**src/rtl/store_buffer_pkg.sv**
```systemverilog
// Shared types and constants for the post-commit store buffer.
package store_buffer_pkg;

    localparam int unsigned SB_ENTRIES  = 4;
    localparam int unsigned SB_WORD_OFF = 2;
    localparam int unsigned SB_ADDR_W   = 32;
    localparam int unsigned SB_DATA_W   = 32;

    // One committed store; field widths are fixed here, and the top-level width parameters must match them.
    typedef struct packed {
        logic                 valid;
        logic [SB_ADDR_W-1:0] addr;
        logic [SB_DATA_W-1:0] data;
        logic                 is_byte;
    } sb_entry_t;

    typedef enum logic {
        SB_IDLE = 1'b0,
        SB_REQ  = 1'b1
    } sb_state_e;

endpackage : store_buffer_pkg

```
**src/rtl/sb_fwd.sv**
```systemverilog
// Combinational load-forwarding search over the live store-buffer entries.
module sb_fwd
    import store_buffer_pkg::*;
#(
    parameter int unsigned N      = SB_ENTRIES,
    parameter int unsigned ADDR_W = SB_ADDR_W,
    parameter int unsigned DATA_W = SB_DATA_W
) (
    input  sb_entry_t             entries [N],
    input  logic [$clog2(N)-1:0]  head,
    input  logic [$clog2(N):0]    count,
    input  logic                  ld_valid,
    input  logic [ADDR_W-1:0]     ld_addr,
    input  logic                  ld_byte,
    output logic                  hit_c,
    output logic                  stall_c,
    output logic [DATA_W-1:0]     data_c
);

    localparam int unsigned PTR_W = $clog2(N);
    localparam int unsigned CNT_W = PTR_W + 1;

    logic [PTR_W-1:0] idx;
    sb_entry_t        e;

    // Walk oldest to youngest so the youngest deciding entry wins; a byte store to a different byte decides nothing.
    always_comb begin
        hit_c   = 1'b0;
        stall_c = 1'b0;
        data_c  = '0;
        idx     = '0;
        e       = '0;
        if (ld_valid) begin
            for (int unsigned i = 0; i < N; i++) begin
                idx = head + PTR_W'(i);
                e   = entries[idx];
                if ((CNT_W'(i) < count) && e.valid &&
                    (e.addr[ADDR_W-1:SB_WORD_OFF] == ld_addr[ADDR_W-1:SB_WORD_OFF])) begin
                    if (!e.is_byte) begin
                        hit_c   = 1'b1;
                        stall_c = 1'b0;
                        data_c  = ld_byte ? DATA_W'(e.data[{ld_addr[SB_WORD_OFF-1:0], 3'b000} +: 8])
                                          : e.data;
                    end else if (!ld_byte) begin
                        hit_c   = 1'b0;
                        stall_c = 1'b1;
                        data_c  = '0;
                    end else if (e.addr[SB_WORD_OFF-1:0] == ld_addr[SB_WORD_OFF-1:0]) begin
                        hit_c   = 1'b1;
                        stall_c = 1'b0;
                        data_c  = DATA_W'(e.data[7:0]);
                    end
                end
            end
        end
    end

endmodule : sb_fwd

```
**src/rtl/store_buffer.sv**
```systemverilog
// Post-commit store FIFO draining to the dcache, with forwarding to younger loads.
module store_buffer
    import store_buffer_pkg::*;
#(
    parameter int unsigned ENTRIES = SB_ENTRIES,
    parameter int unsigned ADDR_W  = SB_ADDR_W,
    parameter int unsigned DATA_W  = SB_DATA_W
) (
    input  logic                       clk,
    input  logic                       reset,
    input  logic                       cm_valid,
    input  logic [ADDR_W-1:0]          cm_addr,
    input  logic [DATA_W-1:0]          cm_data,
    input  logic                       cm_byte,
    output logic                       cm_ready,
    input  logic                       ld_valid,
    input  logic [ADDR_W-1:0]          ld_addr,
    input  logic                       ld_byte,
    output logic                       ld_hit,
    output logic [DATA_W-1:0]          ld_data,
    output logic                       ld_stall,
    output logic                       dc_req,
    output logic [ADDR_W-1:0]          dc_addr,
    output logic [DATA_W-1:0]          dc_data,
    output logic                       dc_byte,
    input  logic                       dc_ack,
    output logic                       empty,
    output logic [$clog2(ENTRIES):0]   count
);

    localparam int unsigned PTR_W = $clog2(ENTRIES);
    localparam int unsigned CNT_W = PTR_W + 1;

    sb_state_e        state_q, state_d;
    logic [PTR_W-1:0] head_q, head_d;
    logic [PTR_W-1:0] tail_q, tail_d;
    logic [CNT_W-1:0] count_q, count_d;
    sb_entry_t        entries_q [ENTRIES];
    sb_entry_t        entries_d [ENTRIES];

    logic      full_c;
    logic      push_c;
    logic      pop_c;
    sb_entry_t head_e;

    assign full_c   = (count_q == CNT_W'(ENTRIES));
    assign push_c   = cm_valid & ~full_c;
    assign pop_c    = (state_q == SB_REQ) & dc_ack;
    assign head_e   = entries_q[head_q];

    assign cm_ready = ~full_c;
    assign empty    = (count_q == '0);
    assign count    = count_q;
    assign dc_req   = (state_q == SB_REQ);
    assign dc_addr  = dc_req ? head_e.addr    : '0;
    assign dc_data  = dc_req ? head_e.data    : '0;
    assign dc_byte  = dc_req ? head_e.is_byte : 1'b0;

    // FIFO datapath: write at tail on push, retire head on dcache ack.
    always_comb begin
        entries_d = entries_q;
        head_d    = head_q;
        tail_d    = tail_q;
        count_d   = count_q + CNT_W'(push_c) - CNT_W'(pop_c);
        if (push_c) begin
            entries_d[tail_q] = '{valid: 1'b1, addr: cm_addr, data: cm_data, is_byte: cm_byte};
            tail_d            = tail_q + PTR_W'(1);
        end
        if (pop_c) begin
            entries_d[head_q].valid = 1'b0;
            head_d                  = head_q + PTR_W'(1);
        end
    end

    // Drain FSM: request while entries remain, drop back to idle when the last one is acked.
    always_comb begin
        state_d = state_q;
        case (state_q)
            SB_IDLE: if (count_q != '0) state_d = SB_REQ;
            SB_REQ:  if (pop_c && (count_d == '0)) state_d = SB_IDLE;
            default: state_d = SB_IDLE;
        endcase
    end

    // State registers; reset discards every buffered store at once.
    always_ff @(posedge clk or posedge reset) begin
        if (reset) begin
            state_q <= SB_IDLE;
            head_q  <= '0;
            tail_q  <= '0;
            count_q <= '0;
            for (int unsigned i = 0; i < ENTRIES; i++) begin
                entries_q[i] <= '0;
            end
        end else begin
            state_q   <= state_d;
            head_q    <= head_d;
            tail_q    <= tail_d;
            count_q   <= count_d;
            entries_q <= entries_d;
        end
    end

    sb_fwd #(
        .N      (ENTRIES),
        .ADDR_W (ADDR_W),
        .DATA_W (DATA_W)
    ) u_fwd (
        .entries  (entries_q),
        .head     (head_q),
        .count    (count_q),
        .ld_valid (ld_valid),
        .ld_addr  (ld_addr),
        .ld_byte  (ld_byte),
        .hit_c    (ld_hit),
        .stall_c  (ld_stall),
        .data_c   (ld_data)
    );

endmodule : store_buffer

```
**config.mk**
```make
export PLATFORM = sky130hd
export DESIGN_NAME = store_buffer
export DESIGN_NICKNAME = d
export VERILOG_FILES = /design/src/rtl/store_buffer_pkg.sv /design/src/rtl/sb_fwd.sv /design/src/rtl/store_buffer.sv
export SDC_FILE = /design/constraint.sdc
export NUM_CORES = 1
export LEC_CHECK = 0
export CELL_PAD_IN_SITES_DETAIL_PLACEMENT = 1
export CELL_PAD_IN_SITES_GLOBAL_PLACEMENT = 2
export CORE_MARGIN = 10
export CORE_UTILIZATION = 37
export CTS_CLUSTER_DIAMETER = 30
export DETAILED_ROUTE_END_ITERATION = 7
export PLACE_DENSITY_LB_ADDON = 0.05
export REMOVE_ABC_BUFFERS = 1
export SLEW_MARGIN = 10
export SYNTH_ARGS = -nofsm -noshare
export SYNTH_HDL_FRONTEND = slang
export SYNTH_SLANG_ARGS = --single-unit
```
**constraint.sdc**
```tcl
create_clock -name clk -period 9.85 [get_ports clk]
set_input_delay 1.97 -clock clk [delete_from_list [all_inputs] [get_ports clk]]
set_output_delay 1.97 -clock clk [all_outputs]
set_load 0.05 [all_outputs]
```
==> impl_metrics.tcl <==
set metrics [dict create \
    antenna_left 0 \
    cp_max_fo 55 \
    cts_buffers 83 \
    cts_tree "built" \
    drv_cap 0 \
    drt_iter0_markers 967 \
    htreeDepth 3 \
    period_minus_slack_ns 8.668 \
    io_pins 208 \
    drv_slew 0 \
    die_h_microns 262.4 \
    synth_area_sq_mm 0.02173 \
    layout-drive-gt1-share_pct 38.77 \
    track_usage_pct 22.36 \
    tns_ns 0 \
    final_net_count 2030 \
    ys_top_cells_by_area "dfrtp_1 31%, mux4_2 25%, mux2_2 15%, xnor2_1 3.9%, mux2i_1 2.9%" \
    cts_buffer_depth 3 \
    path_cells "inv_1 -> ha_4 -> mux4_2 -> xnor2_1 -> nand4_1 -> nor4_1 -> o2111ai_1 -> nor4_4 -> nand3_1 -> o211ai_1 -> buf_4" \
    yosys_warnings 0 \
    worstMarginPinSlew_ns 1.226 \
    cts_setup_buffers 0 \
    cts.sinks 272 \
    path_buf_inv 2 \
    gp_congestion 0.8666 \
    ys_types 73 \
    synth_top_cell_by_area "dfrtp_1" \
    grt_pass1_wl_mm 118.8 \
    cp_slowest_stage_delay_ns 1.14 \
    max_freq_ghz 0.1154 \
    hold_path_class "flop to flop" \
    grt-ovfl-total 0 \
    initial_core_util_pct 37.53 \
    fin_skew_ns 0.01022 \
    drc 0 \
    synth-edff-count 0 \
    worstSetupPathType "flop to output pin" \
    cp-start-kind "flop" \
    critPathCaptureType "output pin" \
    finalSetupViolCount 0 \
    cp_data_arrival_time_ns 6.70 \
    post_drt_wl_per_cell_microns 28.81 \
    antenna_found_initial 4 \
    fp.coreArea_sq_mm 0.05792 \
    utilization_pct 46.92 \
    clk_latency_ns 0.61 \
    ys_seq_elements 272 \
    num_rows 88 \
    post-place-ws_ns 1.420 \
    wl_mm 79.14 \
    port_buffers 207 \
    via_per_inst 6.110 \
    synth_top_area_share_pct 31.32 \
    cp_top_family "simple AND/OR/NAND/NOR gates" \
    setup_ws_ns 1.182 \
    final_common_cell "mux2_2" \
    dp_hpwl_mm 54.18 \
    crit_required_ns 7.88 \
    clk_pin_slew_ns 0.04 \
    grt_max_degree 152 \
    drtPass1Iterations 5 \
    syn_inst 1753 \
    ys_seq_area_share_pct 31.32 \
    status "finished clean" \
    fp.dieW_microns 262.4 \
    area_growth_pct 25.03 \
    post-route-period-util_pct 88.00 \
    final_cell_mix "280 x mux2_2, 269 x dfrtp_1, 239 x mux4_2" \
    ys.flop_type "dfrtp_1" \
    grt_pass1_vias 17941 \
    cp_slowest_cell "nor4_4" \
    cts_root_buffer "clkbuf_16" \
    finalHoldViolations 0 \
    cts_resized 0 \
    rsz0062_at_grt "false" \
    avgSynthCellArea_sq_um 12.40 \
    ys_async_sr_fraction_pct 100.0 \
    slew_headroom_pct 17.68 \
    fillers 5894 \
    ctsHoldBuffers 0 \
    die_area_sq_mm 0.06883 \
    num_vias 16783 \
]
[metal layers]
metal  up-vias  wire (microns)  global-route usage [%]
met4         6            2147                   7.027
met2       526           40460                   38.83
li1       7184               -                       -
met1      8935           32410                   27.21
met3       132            4092                   4.791
met5         -              38                       0
[Yosys cell counts, types with 14 or more instances]
cell type / count
nand2_1: 73
mux2i_1: 62
clkbuf_1: 81
xor2_1: 23
buf_2: 35
and2_1: 40
dfrtp_1: 272
o211ai_1: 17
buf_6: 14
nor2_1: 69
buf_4: 21
a22o_1: 17
o21ai_0: 54
a21oi_1: 39
mux4_2: 239
nand4_1: 37
xnor2_1: 96
nand3_1: 40
inv_1: 41
a22oi_1: 28
mux2_2: 280
[worst register-to-register path: cells and delay by family (launching register included)]
family                 cells  cell delay (ns)
and+or+nand+nor            3             1.18
buffers and inverters      2             1.02
muxes                      1             0.48
DFF                        1             0.44
[path summary, 6_finish.rpt]
| kind | slack (ns) | end | depth (start not counted) | from |
|---|---|---|---|---|
| max | 1.18 | ld_data[12] | 11 | head_q[1] |
| min | 0.57 | flop | 1 | flop |
| max reg2reg | 6.61 | flop | 6 | count[2] |
| min reg2reg | 0.57 | flop | 1 | flop |
| max in group asynchronous | 6.52 | asynchronous set/reset pin | 3 | reset |
| min in group asynchronous | 1.91 | asynchronous set/reset pin | 2 | reset |
[final cells by class]
type | instances | area (sq um) | area share (%)
Sequential cell | 272 | 6815 | 25.08
Clock buffer | 113 | 2330 | 8.574
Clock inverter | 39 | 599.3 | 2.206
Tap cell | 765 | 957.2 | 3.522
Inverter | 44 | 172.7 | 0.6354
Timing Repair Buffer | 240 | 2362 | 8.693
Multi-Input combinational cell | 1273 | 13930 | 51.28
Antenna cell | 1 | 2.502 | 0.009209
[kinds of logic (layout without fill, tap and decap cells)]
logic type               after synthesis  in the layout  synth area share (%)
AO/OA/AOI/OAI                        250            250                 8.768
XOR/XNOR                             119            119                 4.796
adder cells (fa/ha/maj)               13             13                0.7829
buffers and inverters                208            436                 4.819
flip-flops                           272            272                 31.32
multiplexers                         581            581                 42.13
other                                  0              1                     0
AND/OR/NAND/NOR                      310            310                 7.386
[metrics by stage]
| stage | hold WS [ns] | std cells | cell area (sq um) |
|---|---|---|---|
| after floorplan | 0.5266 | 1589 | 20850 |
| after detailed placement | 0.5626 | 2594 | 24240 |
| final | 0.5723 | 2747 | 27170 |
| after global placement | 0.5432 | 2594 | 24240 |
| after global routing | 0.5905 | 2746 | 27170 |
| after CTS | 0.5705 | 2746 | 27170 |
Power is left out: the tool's default activity adds up to more than one toggle a clock period on the data nets, which glitch-free logic cannot reach.
